`config.mk`:
```
export PLATFORM = sky130hd
export DESIGN_NAME = pipelined_csel_adder
export DESIGN_NICKNAME = d
export VERILOG_FILES = /design/src/rtl/pipelined_csel_adder_pkg.sv /design/src/rtl/pipelined_csel_adder_segment.sv /design/src/rtl/pipelined_csel_adder.sv
export SDC_FILE = /design/constraint.sdc
export NUM_CORES = 1
export LEC_CHECK = 0
export CORE_MARGIN = 1.5
export CORE_UTILIZATION = 54
export CTS_CLUSTER_DIAMETER = 80
export CTS_CLUSTER_SIZE = 10
export DETAILED_ROUTE_END_ITERATION = 12
export GPL_ROUTABILITY_DRIVEN = 0
export HOLD_SLACK_MARGIN = 0.1
export PLACE_DENSITY = 0.79
export SLEW_MARGIN = 10
export SYNTH_ARGS = -nofsm -noshare
export SYNTH_HDL_FRONTEND = slang
export SYNTH_HIERARCHICAL = 1
export SYNTH_SLANG_ARGS = --single-unit
```
`constraint.sdc`:
```
create_clock -name clk -period 3.85 [get_ports clk]
set_clock_uncertainty 0.2 [all_clocks]
set_input_delay 0.77 -clock clk [delete_from_list [all_inputs] [get_ports clk]]
set_output_delay 0.77 -clock clk [all_outputs]
set_load 0.01 [all_outputs]
```
`src/rtl/pipelined_csel_adder_pkg.sv`:
```
// rtl/pipelined_csel_adder_pkg.sv - shared defaults, op encoding and geometry helpers for the carry-select adder
package pipelined_csel_adder_pkg;

   localparam int DEF_WIDTH  = 16;
   localparam int DEF_STAGES = 4;

   typedef enum logic {
      OP_ADD = 1'b0,
      OP_SUB = 1'b1
   } op_e;

   // Bits resolved per pipeline stage.
   function automatic int seg_width(input int width, input int stages);
      return width / stages;
   endfunction

   // Geometry is legal when the width splits evenly into 1..width stages.
   function automatic bit geometry_ok(input int width, input int stages);
      return (stages >= 1) && (stages <= width) && ((width % stages) == 0);
   endfunction

endpackage

```
`src/rtl/pipelined_csel_adder_segment.sv`:
```
// rtl/pipelined_csel_adder_segment.sv - combinational carry-select segment (dual ripple, late carry mux)
module csel_segment #(
   parameter int SEG = 4
) (
   input  logic [SEG-1:0] a,
   input  logic [SEG-1:0] b,
   input  logic           cin,
   output logic [SEG-1:0] s,
   output logic           co,
   output logic           c_msb_in
);

   logic [SEG-1:0] p;
   logic [SEG-1:0] g;
   logic [SEG-1:0] s0;
   logic [SEG-1:0] s1;
   logic           co0;
   logic           co1;
   logic           cm0;
   logic           cm1;

   assign p = a ^ b;
   assign g = a & b;

   // Two speculative ripple chains, one assuming carry-in 0 and one assuming 1.
   always_comb begin
      logic r0;
      logic r1;
      r0  = 1'b0;
      r1  = 1'b1;
      s0  = '0;
      s1  = '0;
      cm0 = 1'b0;
      cm1 = 1'b0;
      for (int i = 0; i < SEG; i++) begin
         s0[i] = p[i] ^ r0;
         s1[i] = p[i] ^ r1;
         // Left holding the carry into the top bit once the loop finishes.
         cm0   = r0;
         cm1   = r1;
         r0    = g[i] | (p[i] & r0);
         r1    = g[i] | (p[i] & r1);
      end
      co0 = r0;
      co1 = r1;
   end

   // The real carry-in arrives late and only steers the final mux.
   assign s        = cin ? s1  : s0;
   assign co       = cin ? co1 : co0;
   assign c_msb_in = cin ? cm1 : cm0;

endmodule

```
`src/rtl/pipelined_csel_adder.sv`:
```
// rtl/pipelined_csel_adder.sv - pipelined carry-select adder/subtractor with valid/ready handshake
module pipelined_csel_adder
   import pipelined_csel_adder_pkg::*;
#(
   parameter int WIDTH  = DEF_WIDTH,
   parameter int STAGES = DEF_STAGES
) (
   input  logic             clk,
   input  logic             rst,
   input  logic             in_valid,
   output logic             in_ready,
   input  logic [WIDTH-1:0] a,
   input  logic [WIDTH-1:0] b,
   input  logic             cin,
   input  logic             sub,
   output logic             out_valid,
   input  logic             out_ready,
   output logic [WIDTH-1:0] sum,
   output logic             cout,
   output logic             ovf
);

   localparam int SEG = seg_width(WIDTH, STAGES);

   if (!geometry_ok(WIDTH, STAGES)) begin : g_bad_geometry
      $error("pipelined_csel_adder: WIDTH must be a multiple of STAGES with 1 <= STAGES <= WIDTH");
   end

   logic                          adv;
   logic                          accept;
   op_e                           op;
   logic [WIDTH-1:0]              b_eff;
   logic                          c0;
   logic [STAGES-1:0]             vld;
   logic [STAGES-1:0]             cy;
   logic [STAGES-1:0][WIDTH-1:0]  acc;
   logic                          ovf_q;

   // One global advance: the whole pipe moves or the whole pipe holds.
   assign adv      = !out_valid || out_ready;
   assign in_ready = adv;
   assign accept   = in_valid && adv;

   // Subtraction is a + ~b + 1; cin only matters when adding.
   assign op    = op_e'(sub);
   assign b_eff = (op == OP_SUB) ? ~b : b;
   assign c0    = (op == OP_SUB) ? 1'b1 : cin;

   for (genvar k = 0; k < STAGES; k++) begin : g_stage
      localparam int LO = k * SEG;
      localparam int BW = WIDTH - LO;

      logic             src_v;
      logic             src_c;
      logic [WIDTH-1:0] src_a;
      logic [BW-1:0]    src_b;
      logic [WIDTH-1:0] nxt_a;
      logic [SEG-1:0]   seg_s;
      logic             seg_co;
      logic             vld_q;
      logic             cy_q;
      logic [WIDTH-1:0] acc_q;

      // acc_q of stage k holds resolved segments 0..k and raw operand-a segments above.
      if (k == 0) begin : g_src
         assign src_v = accept;
         assign src_a = a;
         assign src_b = b_eff;
         assign src_c = c0;
      end else begin : g_src
         assign src_v = vld[k-1];
         assign src_a = acc[k-1];
         assign src_b = g_stage[k-1].g_bhold.b_hi;
         assign src_c = cy[k-1];
      end

      // Splice this stage's resolved segment into the travelling word.
      always_comb begin
         nxt_a            = src_a;
         nxt_a[LO +: SEG] = seg_s;
      end

      // Stage register: valid bit, partial sum and the carry into the next segment.
      always_ff @(posedge clk) begin
         if (rst) begin
            vld_q <= 1'b0;
            cy_q  <= 1'b0;
            acc_q <= '0;
         end else if (adv) begin
            vld_q <= src_v;
            cy_q  <= seg_co;
            acc_q <= nxt_a;
         end
      end

      assign vld[k] = vld_q;
      assign cy[k]  = cy_q;
      assign acc[k] = acc_q;

      if (k < STAGES - 1) begin : g_bhold
         // Only the b segments not yet consumed travel onward.
         logic [BW-SEG-1:0] b_hi;

         csel_segment #(.SEG(SEG)) u_seg (
            .a        (src_a[LO +: SEG]),
            .b        (src_b[SEG-1:0]),
            .cin      (src_c),
            .s        (seg_s),
            .co       (seg_co),
            .c_msb_in ()
         );

         // Skewed b register, shifted with the rest of the stage.
         always_ff @(posedge clk) begin
            if (rst) begin
               b_hi <= '0;
            end else if (adv) begin
               b_hi <= src_b[BW-1:SEG];
            end
         end
      end else begin : g_last
         logic seg_cm;

         csel_segment #(.SEG(SEG)) u_seg (
            .a        (src_a[LO +: SEG]),
            .b        (src_b[SEG-1:0]),
            .cin      (src_c),
            .s        (seg_s),
            .co       (seg_co),
            .c_msb_in (seg_cm)
         );

         // Signed overflow is captured alongside the final segment so it leaves from a register.
         always_ff @(posedge clk) begin
            if (rst) begin
               ovf_q <= 1'b0;
            end else if (adv) begin
               ovf_q <= seg_cm ^ seg_co;
            end
         end
      end
   end

   assign out_valid = vld[STAGES-1];
   assign sum       = acc[STAGES-1];
   assign cout      = cy[STAGES-1];
   assign ovf       = ovf_q;

endmodule

```
==> results.md <==
- The global-route total usage across every layer is 18.9%.
- The endpoint required time on the critical path is 3.85 ns.
- The total of warnings raised by yosys is 6.
- The buffer count from post-CTS setup fixing is 0.
- The commonest cells after synthesis are 166 x sky130_fd_sc_hd__nand2_1, 97 x sky130_fd_sc_hd__dfxtp_1, 83 x sky130_fd_sc_hd__a21oi_1, 32 x sky130_fd_sc_hd__inv_1.
- In this run the power spent charging and discharging nets is 0.466 mW.
- Gates resized during post-CTS repair numbered 0.
- In this run the vertical extent of the chip is 90.5 µm.
- The final critical path takes up 85.6% of the cycle.
- The wire length of the first global-routing pass is 12.7 mm.
- Once detailed placement completed, the half-perimeter wirelength came to 4.67 mm.
- The maximum count of clock buffers along a single path is 2.
- The worst-margin pin slew is 1.09 ns.
- Summed over its instances, the top area cell type makes up 46.9% of the synthesized netlist area.
- Across the run, the number of max-cap violations was 0.
- The clock transition at the registers of the reported paths is 0.08 ns.
- After the flow finishes, the layout carries non-filler instances totaling 628.
- The sequential share of the synthesized area is 46.9%.
- The H-tree generated during clock tree synthesis spans 3 levels.
- sky130_fd_sc_hd__nand2_1 is the most common cell in the netlist.
- The die is 90.5 µm wide.
- The number of buffers and inverters on the critical path is 4.
- For the worst-skew pair, the clock arrives at the later sink with an insertion delay of 0.35 ns.
- In the final layout, the multi-input gates occupy 1840 µm².
- After clock tree synthesis, the flow added hold-fix buffers numbering 0.
- Setup violations remaining at the end of the flow were counted as 0.
- The cell family contributing the most delay on the critical path is adder cells.
- The most used flip-flop cell after synthesis is sky130_fd_sc_hd__dfxtp_1.
- The post-route core utilization is 65.3%.
- Counting the fill cells in the layout gives 633.
- The total internal power is 1.43 mW.
- The switching share of power is 24.5%.
- The category of the worst setup path launch point is a primary input.
- The clock network is responsible for 29.8% of the overall power.
- Registers are responsible for 58.2% of the overall power.
- The area growth from synthesis to layout is 15.7%.
- The number of global-route vias before repair is 3012.
- The post-synthesis register bit count is 97.
- The largest net degree at the start of global routing is 110.
- For this block, the initial DRC count from the detailed router was 180.
- The library cell occupying the most area in the post-synthesis netlist is sky130_fd_sc_hd__dfxtp_1.
- Counting distinct cell types in the post-synthesis netlist gives 18.
- Summed over all layers, the routed wires come to 7.24 mm.
- Dividing the detail-routed wire length by the instance count gives 11.5 µm.
- The biggest fanout along the worst timing path is 6.
- Ranked by total cell area, the synthesized netlist is headed by sky130_fd_sc_hd__dfxtp_1 47%, sky130_fd_sc_hd__nand2_1 15%, sky130_fd_sc_hd__a21oi_1 10%, sky130_fd_sc_hd__fa_1 5.8%, sky130_fd_sc_hd__a211oi_2 3.9%.
- The number of max-slew violations in the final report is 0.
- Of the total power, combinational logic draws 11.9%.
- On the worst path, the slowest cell contributes a delay of 0.63 ns.
- Headroom to the max-slew limit came out at 27.6%.
- The min-delay analysis places its worst path in the category register to register.
- Setup repair after global routing left no endpoint under its margin.
- Dividing the synthesized area by the synthesized cell count gives 8.48 µm².
- The repair_antennas step left the layout with diodes totalling 0.
- Yosys mapped a number of flops with a built-in enable equal to 0.
- For this run, design rule violations remaining after detail routing come to 0.
- The worst IR drop on VDD is 0.000207 V.
- The count of input and output buffers is 57.
- Static timing analysis puts the maximum clock frequency at 304 MHz.
- In the synthesized netlist the async set-or-reset flop fraction comes to 0%.
- The number of nets in the synthesized netlist is 546.
- The standard-cell row count is 31.
- The total count of hold-check failures in the final report was 0.
- The critical path in this run is classified as primary input to register.
- After floorplanning, the core was sized to cover 7330 µm².
- Counting the buffers created by CTS gives 9.
- The arrival time at the worst endpoint is 3.29 ns.
- Hold timing on the final database bottoms out at a slack of 0.253 ns.
- The clock tree root driver cell is sky130_fd_sc_hd__clkbuf_8.
- TritonCTS built the clock tree.
- The sequential cell area is 1940 µm².
- The detail route stage leaves a number of antenna-violating nets equal to 0.
- The analysis attributes to cell leakage a power of 1.88 nW.
- CTS saw 97 sinks.
- Once the floorplan was initialized, standard cells occupied 56.4% of the core.
- The slowest cell on the critical path is sky130_fd_sc_hd__clkdlybuf4s50_1.
- The synthesized netlist occupies a cell area of 4140 µm².
- The clock period minus worst slack is 3.29 ns.
- The signal on the critical path passes through clkdlybuf4s50_1 > xor2_1 > inv_1 > ha_1 > mux2i_1 > fa_1 > inv_1 > fa_1 > inv_1 > fa_1 > nand2_1 > a21oi_1.
- The worst setup path is captured at a register.
- The top-level port count is 58.
- The run finished with clean final reports.
- The net count reported at finish is 583.
- Synthesis produced a netlist whose cell count is 488.
- The number of antenna violations at the first check in global routing is 0.
- Including well taps, the total number of placed cells is 613.
- For this run, the detailed router's first-pass iteration total came to 4.
- The post-route netlist has 6.24% of its cells at a drive strength greater than 1.
- The die covers 8200 µm².
- The setup TNS is 0 ns.
- The final global-route overflow total is 0.
- The total power divided by cell area is 397 nW/µm².
- Summing over every cut layer, the via total after detailed routing is 3071.
- The number of vias per cell is 4.89.
## worst min-delay path, delay by kind of cell, from the launching register on
kind	cells	cell delay [ns]
flip-flops	1	0.32
AND/OR/NAND/NOR	1	0.05
AO/OA/AOI/OAI	1	0.05
## cells by family (layout without fill, tap and decap cells)
family,after synthesis,after routing,synth area share (%)
buffers and inverters,67,108,8.56
XOR/XNOR,21,21,4.45
AO/OA/AOI/OAI,96,96,14.0
AND/OR/NAND/NOR,183,183,16.9
adder cells (fa/ha/maj),20,20,8.23
flip-flops,97,97,46.9
multiplexers,4,4,0.968
## layout by cell type (no fill, tap or decap)
cell	instances
sky130_fd_sc_hd__clkinv_2	3
sky130_fd_sc_hd__ha_1	8
sky130_fd_sc_hd__xnor2_1	13
sky130_fd_sc_hd__nor2_1	15
sky130_fd_sc_hd__clkbuf_1	2
sky130_fd_sc_hd__buf_4	4
sky130_fd_sc_hd__nand2_1	166
sky130_fd_sc_hd__dfxtp_1	97
sky130_fd_sc_hd__a211oi_2	13
sky130_fd_sc_hd__clkinvlp_4	1
sky130_fd_sc_hd__or2_2	1
sky130_fd_sc_hd__a21oi_1	83
sky130_fd_sc_hd__nor2b_4	1
sky130_fd_sc_hd__fa_1	12
sky130_fd_sc_hd__inv_1	32
sky130_fd_sc_hd__mux2i_1	4
sky130_fd_sc_hd__clkbuf_8	10
sky130_fd_sc_hd__xor2_1	8
sky130_fd_sc_hd__clkdlybuf4s50_1	56
## flip-flops by register name, summed over array words and instances (netlist names)
signal,flops
g_stage.g_bhold.b_hi,24
g_stage.vld_q,3
cout,1
ovf,1
g_stage.acc_q,48
sum,16
out_valid,1
g_stage.cy_q,3
## routing by layer
metal / global-route usage (%) / vias up / part of all wire, %
met5: 0 / - / 0
met4: 8.73 / 0 / 1.9
met3: 2.61 / 11 / 3.3
met2: 33.6 / 66 / 47
met1: 22.4 / 1389 / 48
li1: - / 1605 / -
## per-stage QoR
step	setup slack [ns]	total power [mW]	instance area, µm²
after floorplan	0.795	1.27	4140
after global placement	0.301	1.35	4620
after detailed placement	0.148	1.35	4620
after CTS	0.534	1.92	4790
after global routing	0.412	1.99	4790
final	0.556	1.90	4790
## area by class of cell
type | instances | area share (%)
Multi-Input combinational cell | 324 | 38.5
Sequential cell | 97 | 40.6
Timing Repair Buffer | 60 | 12.3
Inverter | 33 | 2.61
Tap cell | 99 | 2.59
Clock inverter | 3 | 0.366
Clock buffer | 12 | 3.03
## power by group through the flow
stage / Clock (mW) / Sequential (mW) / Combinational [mW]
floorplan: 0 / 1.12 / 0.148
global placement: 0 / 1.13 / 0.218
detailed placement: 0 / 1.13 / 0.225
CTS: 0.584 / 1.11 / 0.228
global route: 0.623 / 1.11 / 0.256
finish: 0.566 / 1.11 / 0.227
## worst paths after layout
kind                             start                   to  slack, ns  depth (start not counted)
setup / recovery                   sub  g_stage[0].acc_q[3]       0.56                         12
hold / removal                  sum[1]               sum[1]       0.25                          2
setup reg to reg  g_stage[2].acc_q[12]              sum[15]       1.39                         10
hold reg to reg                 sum[1]               sum[1]       0.25                          2
Note: power is estimated with default switching activity, not from simulation.
